## src/rtl/rr_stream_arbiter.sv

```systemverilog
// rr_stream_arbiter
// Round-robin arbiter that shares one downstream valid/ready stream between
// NUM_REQ_P upstream requesters. A grant is held for up to BURST_P handshaken
// beats, then priority rotates past the owner. Data and handshake pass through
// combinationally; only the arbitration state (state, owner, pointer, beat
// counter) is registered.
//
// Configuration macro: RR_ARB_BURST_LOCK_EN
//   defined   : burst-locked grants of up to BURST_P beats.
//   undefined : every handshake ends the grant (BURST_P treated as 1, no
//               beat counter is built).
//
// Ports:
//   clk_i       clock, rising edge
//   rst_i       synchronous active-high reset
//   data_i      requester data, requester k at [k*WIDTH_P +: WIDTH_P]
//   valid_i     per-requester valid
//   ready_o     per-requester ready (only the grantee sees ready_i)
//   data_o      granted data
//   valid_o     downstream valid
//   ready_i     downstream ready
//   grant_id_o  granted requester index, 0 when valid_o is low
//   busy_o      high while a grant is held (OWNED)
module rr_stream_arbiter #(
  parameter int NUM_REQ_P = 4,
  parameter int WIDTH_P   = 8,
  parameter int BURST_P   = 4
) (
  input  logic                           clk_i,
  input  logic                           rst_i,
  input  logic [NUM_REQ_P*WIDTH_P-1:0]   data_i,
  input  logic [NUM_REQ_P-1:0]           valid_i,
  output logic [NUM_REQ_P-1:0]           ready_o,
  output logic [WIDTH_P-1:0]             data_o,
  output logic                           valid_o,
  input  logic                           ready_i,
  output logic [$clog2(NUM_REQ_P)-1:0]   grant_id_o,
  output logic                           busy_o
);

  localparam int IDW = $clog2(NUM_REQ_P);
`ifdef RR_ARB_BURST_LOCK_EN
  localparam int BURST_EFF = BURST_P;
  localparam int CNT_W     = $clog2(BURST_P) + 1;
`else
  // Any legal BURST_P collapses to single-beat grants.
  localparam int BURST_EFF = (BURST_P > 0) ? 1 : 0;
`endif

  typedef enum logic {IDLE, OWNED} state_t;

  state_t          state_q, state_d;
  logic [IDW-1:0]  owner_q, owner_d;
  logic [IDW-1:0]  ptr_q,   ptr_d;
`ifdef RR_ARB_BURST_LOCK_EN
  logic [CNT_W-1:0] cnt_q, cnt_d;
`endif

  logic [IDW-1:0]  pick;
  logic            any_vld;
  logic [IDW-1:0]  g;
  logic            has_g;
  logic            g_vld;
  logic            hs;

  // (base + off) mod NUM_REQ_P, valid for off < NUM_REQ_P; handles
  // non-power-of-two requester counts.
  function automatic logic [IDW-1:0] idx_add(input logic [IDW-1:0] base,
                                             input int off);
    int s;
    s = int'(base) + off;
    if (s >= NUM_REQ_P) s = s - NUM_REQ_P;
    return IDW'(s);
  endfunction

  // Rotating priority search. Walking from lowest to highest priority lets
  // the last hit win without needing an early exit.
  always_comb begin
    pick    = '0;
    any_vld = 1'b0;
    for (int i = NUM_REQ_P - 1; i >= 0; i--) begin
      if (valid_i[idx_add(ptr_q, i)]) begin
        pick    = idx_add(ptr_q, i);
        any_vld = 1'b1;
      end
    end
  end

  assign g     = (state_q == OWNED) ? owner_q : pick;
  assign has_g = (state_q == OWNED) || any_vld;

  // Combinational steering of data/valid/ready through the grantee. Reset
  // forces all handshake outputs low regardless of requester activity.
  always_comb begin
    g_vld   = 1'b0;
    data_o  = '0;
    ready_o = '0;
    for (int k = 0; k < NUM_REQ_P; k++) begin
      if (g == IDW'(k)) begin
        g_vld      = valid_i[k];
        data_o     = data_i[k*WIDTH_P +: WIDTH_P];
        ready_o[k] = ready_i & has_g & ~rst_i;
      end
    end
    valid_o    = g_vld & has_g & ~rst_i;
    grant_id_o = valid_o ? g : '0;
  end

  assign hs     = valid_o & ready_i;
  assign busy_o = (state_q == OWNED) & ~rst_i;

  always_comb begin
    state_d = state_q;
    owner_d = owner_q;
    ptr_d   = ptr_q;
`ifdef RR_ARB_BURST_LOCK_EN
    cnt_d   = cnt_q;
`endif
    case (state_q)
      IDLE: begin
        if (any_vld) begin
          if (hs && (BURST_EFF == 1)) begin
            ptr_d = idx_add(pick, 1);
          end else begin
            // Entered even without a handshake so a stalled offer keeps
            // its grant (stable data_o/grant_id_o under backpressure).
            state_d = OWNED;
            owner_d = pick;
`ifdef RR_ARB_BURST_LOCK_EN
            cnt_d   = hs ? CNT_W'(1) : '0;
`endif
          end
        end
      end
      OWNED: begin
        if (!valid_i[owner_q]) begin
          // Owner went quiet: release, costing one bubble cycle.
          state_d = IDLE;
          ptr_d   = idx_add(owner_q, 1);
        end else if (hs) begin
`ifdef RR_ARB_BURST_LOCK_EN
          if (cnt_q == CNT_W'(BURST_P - 1)) begin
            state_d = IDLE;
            ptr_d   = idx_add(owner_q, 1);
            cnt_d   = '0;
          end else begin
            cnt_d = cnt_q + 1'b1;
          end
`else
          state_d = IDLE;
          ptr_d   = idx_add(owner_q, 1);
`endif
        end
      end
      default: state_d = IDLE;
    endcase
  end

  always_ff @(posedge clk_i) begin
    if (rst_i) begin
      state_q <= IDLE;
      owner_q <= '0;
      ptr_q   <= '0;
`ifdef RR_ARB_BURST_LOCK_EN
      cnt_q   <= '0;
`endif
    end else begin
      state_q <= state_d;
      owner_q <= owner_d;
      ptr_q   <= ptr_d;
`ifdef RR_ARB_BURST_LOCK_EN
      cnt_q   <= cnt_d;
`endif
    end
  end

endmodule

```

## config.mk

```make
export PLATFORM = sky130hd
export DESIGN_NAME = rr_stream_arbiter
export DESIGN_NICKNAME = d
export VERILOG_FILES = /design/src/rtl/rr_stream_arbiter.sv
export SDC_FILE = /design/constraint.sdc
export NUM_CORES = 1
export LEC_CHECK = 0
export ABC_AREA = 1
export BUFFER_PORTS_ARGS = -buffer_cell sky130_fd_sc_hd__buf_2
export CAP_MARGIN = 20
export CORE_MARGIN = 2
export CORE_UTILIZATION = 30
export CTS_CLUSTER_SIZE = 8
export DETAILED_ROUTE_END_ITERATION = 12
export GPL_TIMING_DRIVEN = 0
export PLACE_DENSITY = 0.69
export SETUP_SLACK_MARGIN = 0.15
export SYNTH_ARGS = -nofsm -noshare
export SYNTH_HDL_FRONTEND = slang
export SYNTH_SLANG_ARGS = --single-unit
```

## constraint.sdc

```tcl
create_clock -name clk_i -period 2.4 [get_ports clk_i]
set_clock_uncertainty 0.05 [all_clocks]
set_input_delay 0.24 -clock clk_i [delete_from_list [all_inputs] [get_ports clk_i]]
set_output_delay 0.24 -clock clk_i [all_outputs]
set_load 0.005 [all_outputs]
```

Yosys cells after proc, flatten, opt, wreduce, memory -nomap -nowiden
Index checks and enable logic that the tools add are counted.
- register bits: 5
- bits in latches: 0
- bits in writable memories: 0
- memory bits (read-only): 0
- bits of input ports: 39
- word-level logic and storage cells: 91
- memories kept: 0
- add/sub/neg operators: 11
- multipliers: 0
- divide/modulo/power cells: 0
- $lt $le $gt $ge: 11
- equal/unequal tests: 6
- shifts and indexed selects: 0
- mux-type cells: 47
- bitwise logic cells: 9
- reductions and logical operators: 4
- operators by type and width (kind ; number):
    two-way mux 2 bit ; 16
    two-way mux 8 bit ; 4
    two-way mux 1 bit ; 20
    >= comparator 3 bit, second input constant ; 5
    < comparator 2 x 3 -> 1 bit, second input constant ; 5
    subtractor 2 x 1 -> 2 bit, second input constant ; 6
    binary-select mux 1 bit (select 2 bit) ; 5
    adder 2 x 1 -> 3 bit, second input constant ; 3
    adder 2 x 2 -> 3 bit, second input constant ; 2
    bitwise AND 1 bit ; 6
    AND reduction 3 bit ; 2
    == test 2 bit, second input constant ; 2
    inequality test 2 bit, second input constant ; 2
    one-hot mux 2 bit (2 select lines) ; 1
    >= comparator 2 x 3 -> 1 bit, second input constant ; 1
    inequality test 3 bit, second input constant ; 1
    inverter 1 bit ; 3
    == test 2 x 1 -> 1 bit, second input constant ; 1
    logical NOT 2 bit ; 1
    one-hot mux 1 bit (2 select lines) ; 1
    logical OR 1 bit ; 1

Longest topological paths before layout
- depth in word-level cells: 21
- gate-level depth with buffers: 22
- depth with buffers taken out: 22

Worst setup path before layout
No wires, ideal clock.
- path kind: register to output
- start point: register ptr_q[0]
- end point: output port data_o[0]
- data arrival time: 2.250 ns
- required time: 2.110 ns
- setup slack: -0.140 ns
- stages on the path, launching flop included: 17
- path buffers: 1
- cell sequence: dfxtp_1 > inv_2 > nand2_1 > nand2_2 > nand2_1 > nand2_2 > nor2_4 > nor2_2 > nand2_2 > nand3_2 > nand2_2 > inv_2 > ha_1 > buf_2 > nor2_1 > a221oi_1 > o31ai_1
- longest elaborated chain between the ends: 15
- RTL lines (what ; line ; RTL):
    from (decl) ; 54 ; logic [IDW-1:0] ptr_q, ptr_d;
    from (signal assigned) ; 170 ; ptr_q <= ptr_d;
    adder 2 x 2 -> 3 bit ; 71 ; s = int'(base) + off;
    >= comparator 3 bit / subtractor 2 x 1 -> 2 bit (equally long branches) ; 72 ; if (s >= NUM_REQ_P) s = s - NUM_REQ_P;
    two-way mux 2 bit ; 72 ;
    binary-select mux 1 bit (select 2 bit) ; 82 ; if (valid_i[idx_add(ptr_q, i)]) begin
    two-way mux 1 bit (implied by the code) ; 82 ;
    two-way mux 2 bit (3 in a row) ; 82 ;
    two-way mux 2 bit * ; 82 ;
    two-way mux 2 bit * ; 89 ; assign g = (state_q == OWNED) ? owner_q : pick;
    logical NOT 2 bit ; 99 ; if (g == IDW'(k)) begin
    two-way mux 8 bit (3 in a row) ; 99 ;
    two-way mux 8 bit * ; 99 ;
    to (decl) ; 34 ; output logic [WIDTH_P-1:0] data_o,
Every way passes the cells marked *; elsewhere a longest branch is shown, timed or not. The select of a mux whose other input is x is not followed.

Final worst setup path
Same ends and word-level chain as after synthesis.

==> impl_results.md <==
- Iteration-0 DRC Markers: 35
- Count of cell types in the netlist: 21
- Crit end category: output port
- Critical path fanouts, max: 8
- Tightest Pin Transition: 0.301 ns
- CTS tree: done
- Logic pwr share: 93.1%
- Req. time, crit path: 2.11 ns
- Drt wl/cell: 13.5 um
- Row count: 20
- Max-cap check violation count: 0
- Hold Violations, Final: 0
- Max-slew headroom: 79.9%
- Failing checks: setup timing
- DRC: 0
- Routability congestion estimate: 0.905
- Detailed Route WL: 3.99 mm
- Clock Latency Late Sink: 0.23 ns
- Initial antenna violation count: 0
- Setup_tns: -5.66 ns
- Clock sinks: 5
- Switching share of power: 47.5%
- Root Driver: clkbuf_4
- P_int: 2.19 mW
- CTS Hold Bufs: 0
- #FFs+latches synth: 5
- Clock transition at path regs: 0.04 ns
- Setup violators final: 18
- DP HPWL: 2.30 mm
- Initial Utilization: 31.1%
- Vias per cell: 4.98
- Sw power: 1.98 mW
- GRT Resource Usage Total: 18.8%
- Core ar.: 3000 um^2
- Layout cells sized above 1: 60.1%
- Via Count: 1473
- I/O pin count: 55
- Peak supply drop: 0.865 mV
- Pre-antenna DRT Iters: 4
- PD cells: 2230 nW/um^2
- Maximum number of pins on one net before global-route repair: 11
- Setup ws final: -0.482 ns
- Status: finished, violations left
- Syn_area_per_cell: 5.56 um^2
- Port bufs: 54
- Post-DRT Antenna Nets: 0
- Final-report max-slew violation count: 0
- Vias in the first global route: 1265
- Post-synthesis cell area: 933 um^2
- First-pass GRT wire length: 5.20 mm
- Die Wd: 59.8 um
- Final nets: 307
- Worst Setup Start Kind: flop
- Clock buffer depth: 2
- Overflow after GRT: 0
- Clock network fraction of total power: 2.2%
- Seq pwr share: 4.7%
- ANT cells: 0
- LEAKAGE: 0.989 nW
- Layout fillers: 279
- Critical path arrival: 2.59 ns
- CTS H-tree depth: 1
- Area Growth Syn to Fin: 99.7%
- Syn Nets: 211
- CP Class: flop to output port
- Area leader, netlist: nand2_1
- Synthesis Warnings: 0
- Commonest cells after routing, fill and taps aside: buf_2, nand2_1, buf_4, nor2_1, nand2_2
- Die area: 3570 um^2
- TritonCTS buffer count: 3
- F_max: 347 MHz
- Synthesized instance count: 168
- Top cells by area, synth: nand2_1, dfxtp_1, nand2_2, nor2_1, a221oi_1
- Share of the synthesized area in the top cell type: 20.9%
- FF/Latch Area: 108 um^2
- Core Util, Final: 62.1%
- Die Span Y: 59.8 um
- Footprint of the multi-input gates: 918 um^2
- Commonest non-fill, non-tap cell in the layout: buf_2
- Crit share post-route: 120%
- Minimum clock period: 2.88 ns
- Sequential share of the synthesized area: 10.7%
- Hold WC Path Type: input port to flop
- RSZ-0062 raised after global routing: yes
-- final timing paths --
check            from  cells past startpoint    endpoint  slack [ns]
max          ptr_q[0]                     18   data_o[0]       -0.48
min             rst_i                      2    ptr_q[1]        0.21
max reg2reg  ptr_q[0]                     22  owner_q[1]       -0.39
min reg2reg  ptr_q[1]                      2    ptr_q[1]        0.51
-- logic make-up after synthesis --
logic type | share of synthesized area [%]
AND/OR/NAND/NOR | 50.0
AO/OA/AOI/OAI | 22.8
buffers and inverters | 11.1
flip-flops | 10.7
adder cells (fa/ha/maj) | 5.36
-- state kept, by name (all words and copies together), names as in the netlist --
register	count
state_q	1
ptr_q	2
owner_q	2
-- cells in the mapped netlist --
| cell | n |
|---|---|
| a21oi_1 | 6 |
| nor2_1 | 21 |
| a221oi_1 | 8 |
| buf_6 | 1 |
| clkbuf_1 | 2 |
| nor2_2 | 2 |
| nor2_4 | 1 |
| inv_1 | 17 |
| nand2_1 | 52 |
| o21ai_0 | 5 |
| nand2_2 | 15 |
| nand3_2 | 3 |
| o21ai_1 | 2 |
| nand3_1 | 9 |
| a21oi_2 | 1 |
| buf_2 | 2 |
| o21ai_2 | 1 |
| o31ai_1 | 8 |
| inv_2 | 3 |
| ha_1 | 4 |
| dfxtp_1 | 5 |
-- metal layers --
| metal | wire, um | part of all wire (%) | vias up | track usage (%) |
|---|---|---|---|---|
| met5 | 0 | 0 | - | 0 |
| met4 | 163 | 4.1 | 0 | 10.8 |
| met3 | 284 | 7.1 | 13 | 2.16 |
| met2 | 2080 | 52 | 68 | 35.7 |
| met1 | 1460 | 37 | 653 | 19.5 |
| li1 | - | - | 739 | - |
-- worst max-delay path, cell delays in order, from the launching register on --
cell and delay, ns:
dfxtp_4 0.43, inv_6 0.07, nand2_1 0.08, nand2_2 0.08
nand2_1 0.10, nand2_2 0.08, nor2_4 0.11, nor2_2 0.05
nand2_2 0.09, nand3_4 0.10, nand2_4 0.11, inv_4 0.05
ha_4 0.16, buf_6 0.12, nor2_4 0.21, buf_4 0.16
a221oi_2 0.04, o31ai_1 0.17, buf_2 0.15
-- cell type report --
class	count	area share, %
tap	33	2.21
clock buffer	4	1.41
inverter	20	4.83
buffer	5	4.09
timing repair buffer	91	32.4
sequential	5	5.77
multi-input combinational	138	49.3
-- power groups by stage --
stage	combinational (mW)	sequential, mW	clock, mW
floorplan	1.63	0.157	0
global placement	2.19	0.169	0
detailed placement	2.19	0.169	0
CTS	3.12	0.179	0.0981
global route	4.21	0.196	0.110
finish	3.87	0.196	0.0932
-- what timing repair did --
item,in CTS,in global routing
resized for setup,21,34
endpoints found under the setup margin,20,20
setup buffers,25,10
gates cloned,1,1
pin swaps,9,20
-- per-stage QoR --
stage	cell area, um^2	total power, mW	worst slack (ns)	hold slack [ns]	instances
2_1_floorplan	981	1.79	0.152	0.252	168
3_3_place_gp	1290	2.35	-0.242	0.421	255
3_5_place_dp	1290	2.36	-0.245	0.430	255
4_1_cts	1630	3.40	-0.346	0.194	285
5_1_grt	1860	4.51	-0.621	0.190	296
6_report	1860	4.16	-0.482	0.206	296
(Power assumes the default switching activity.)
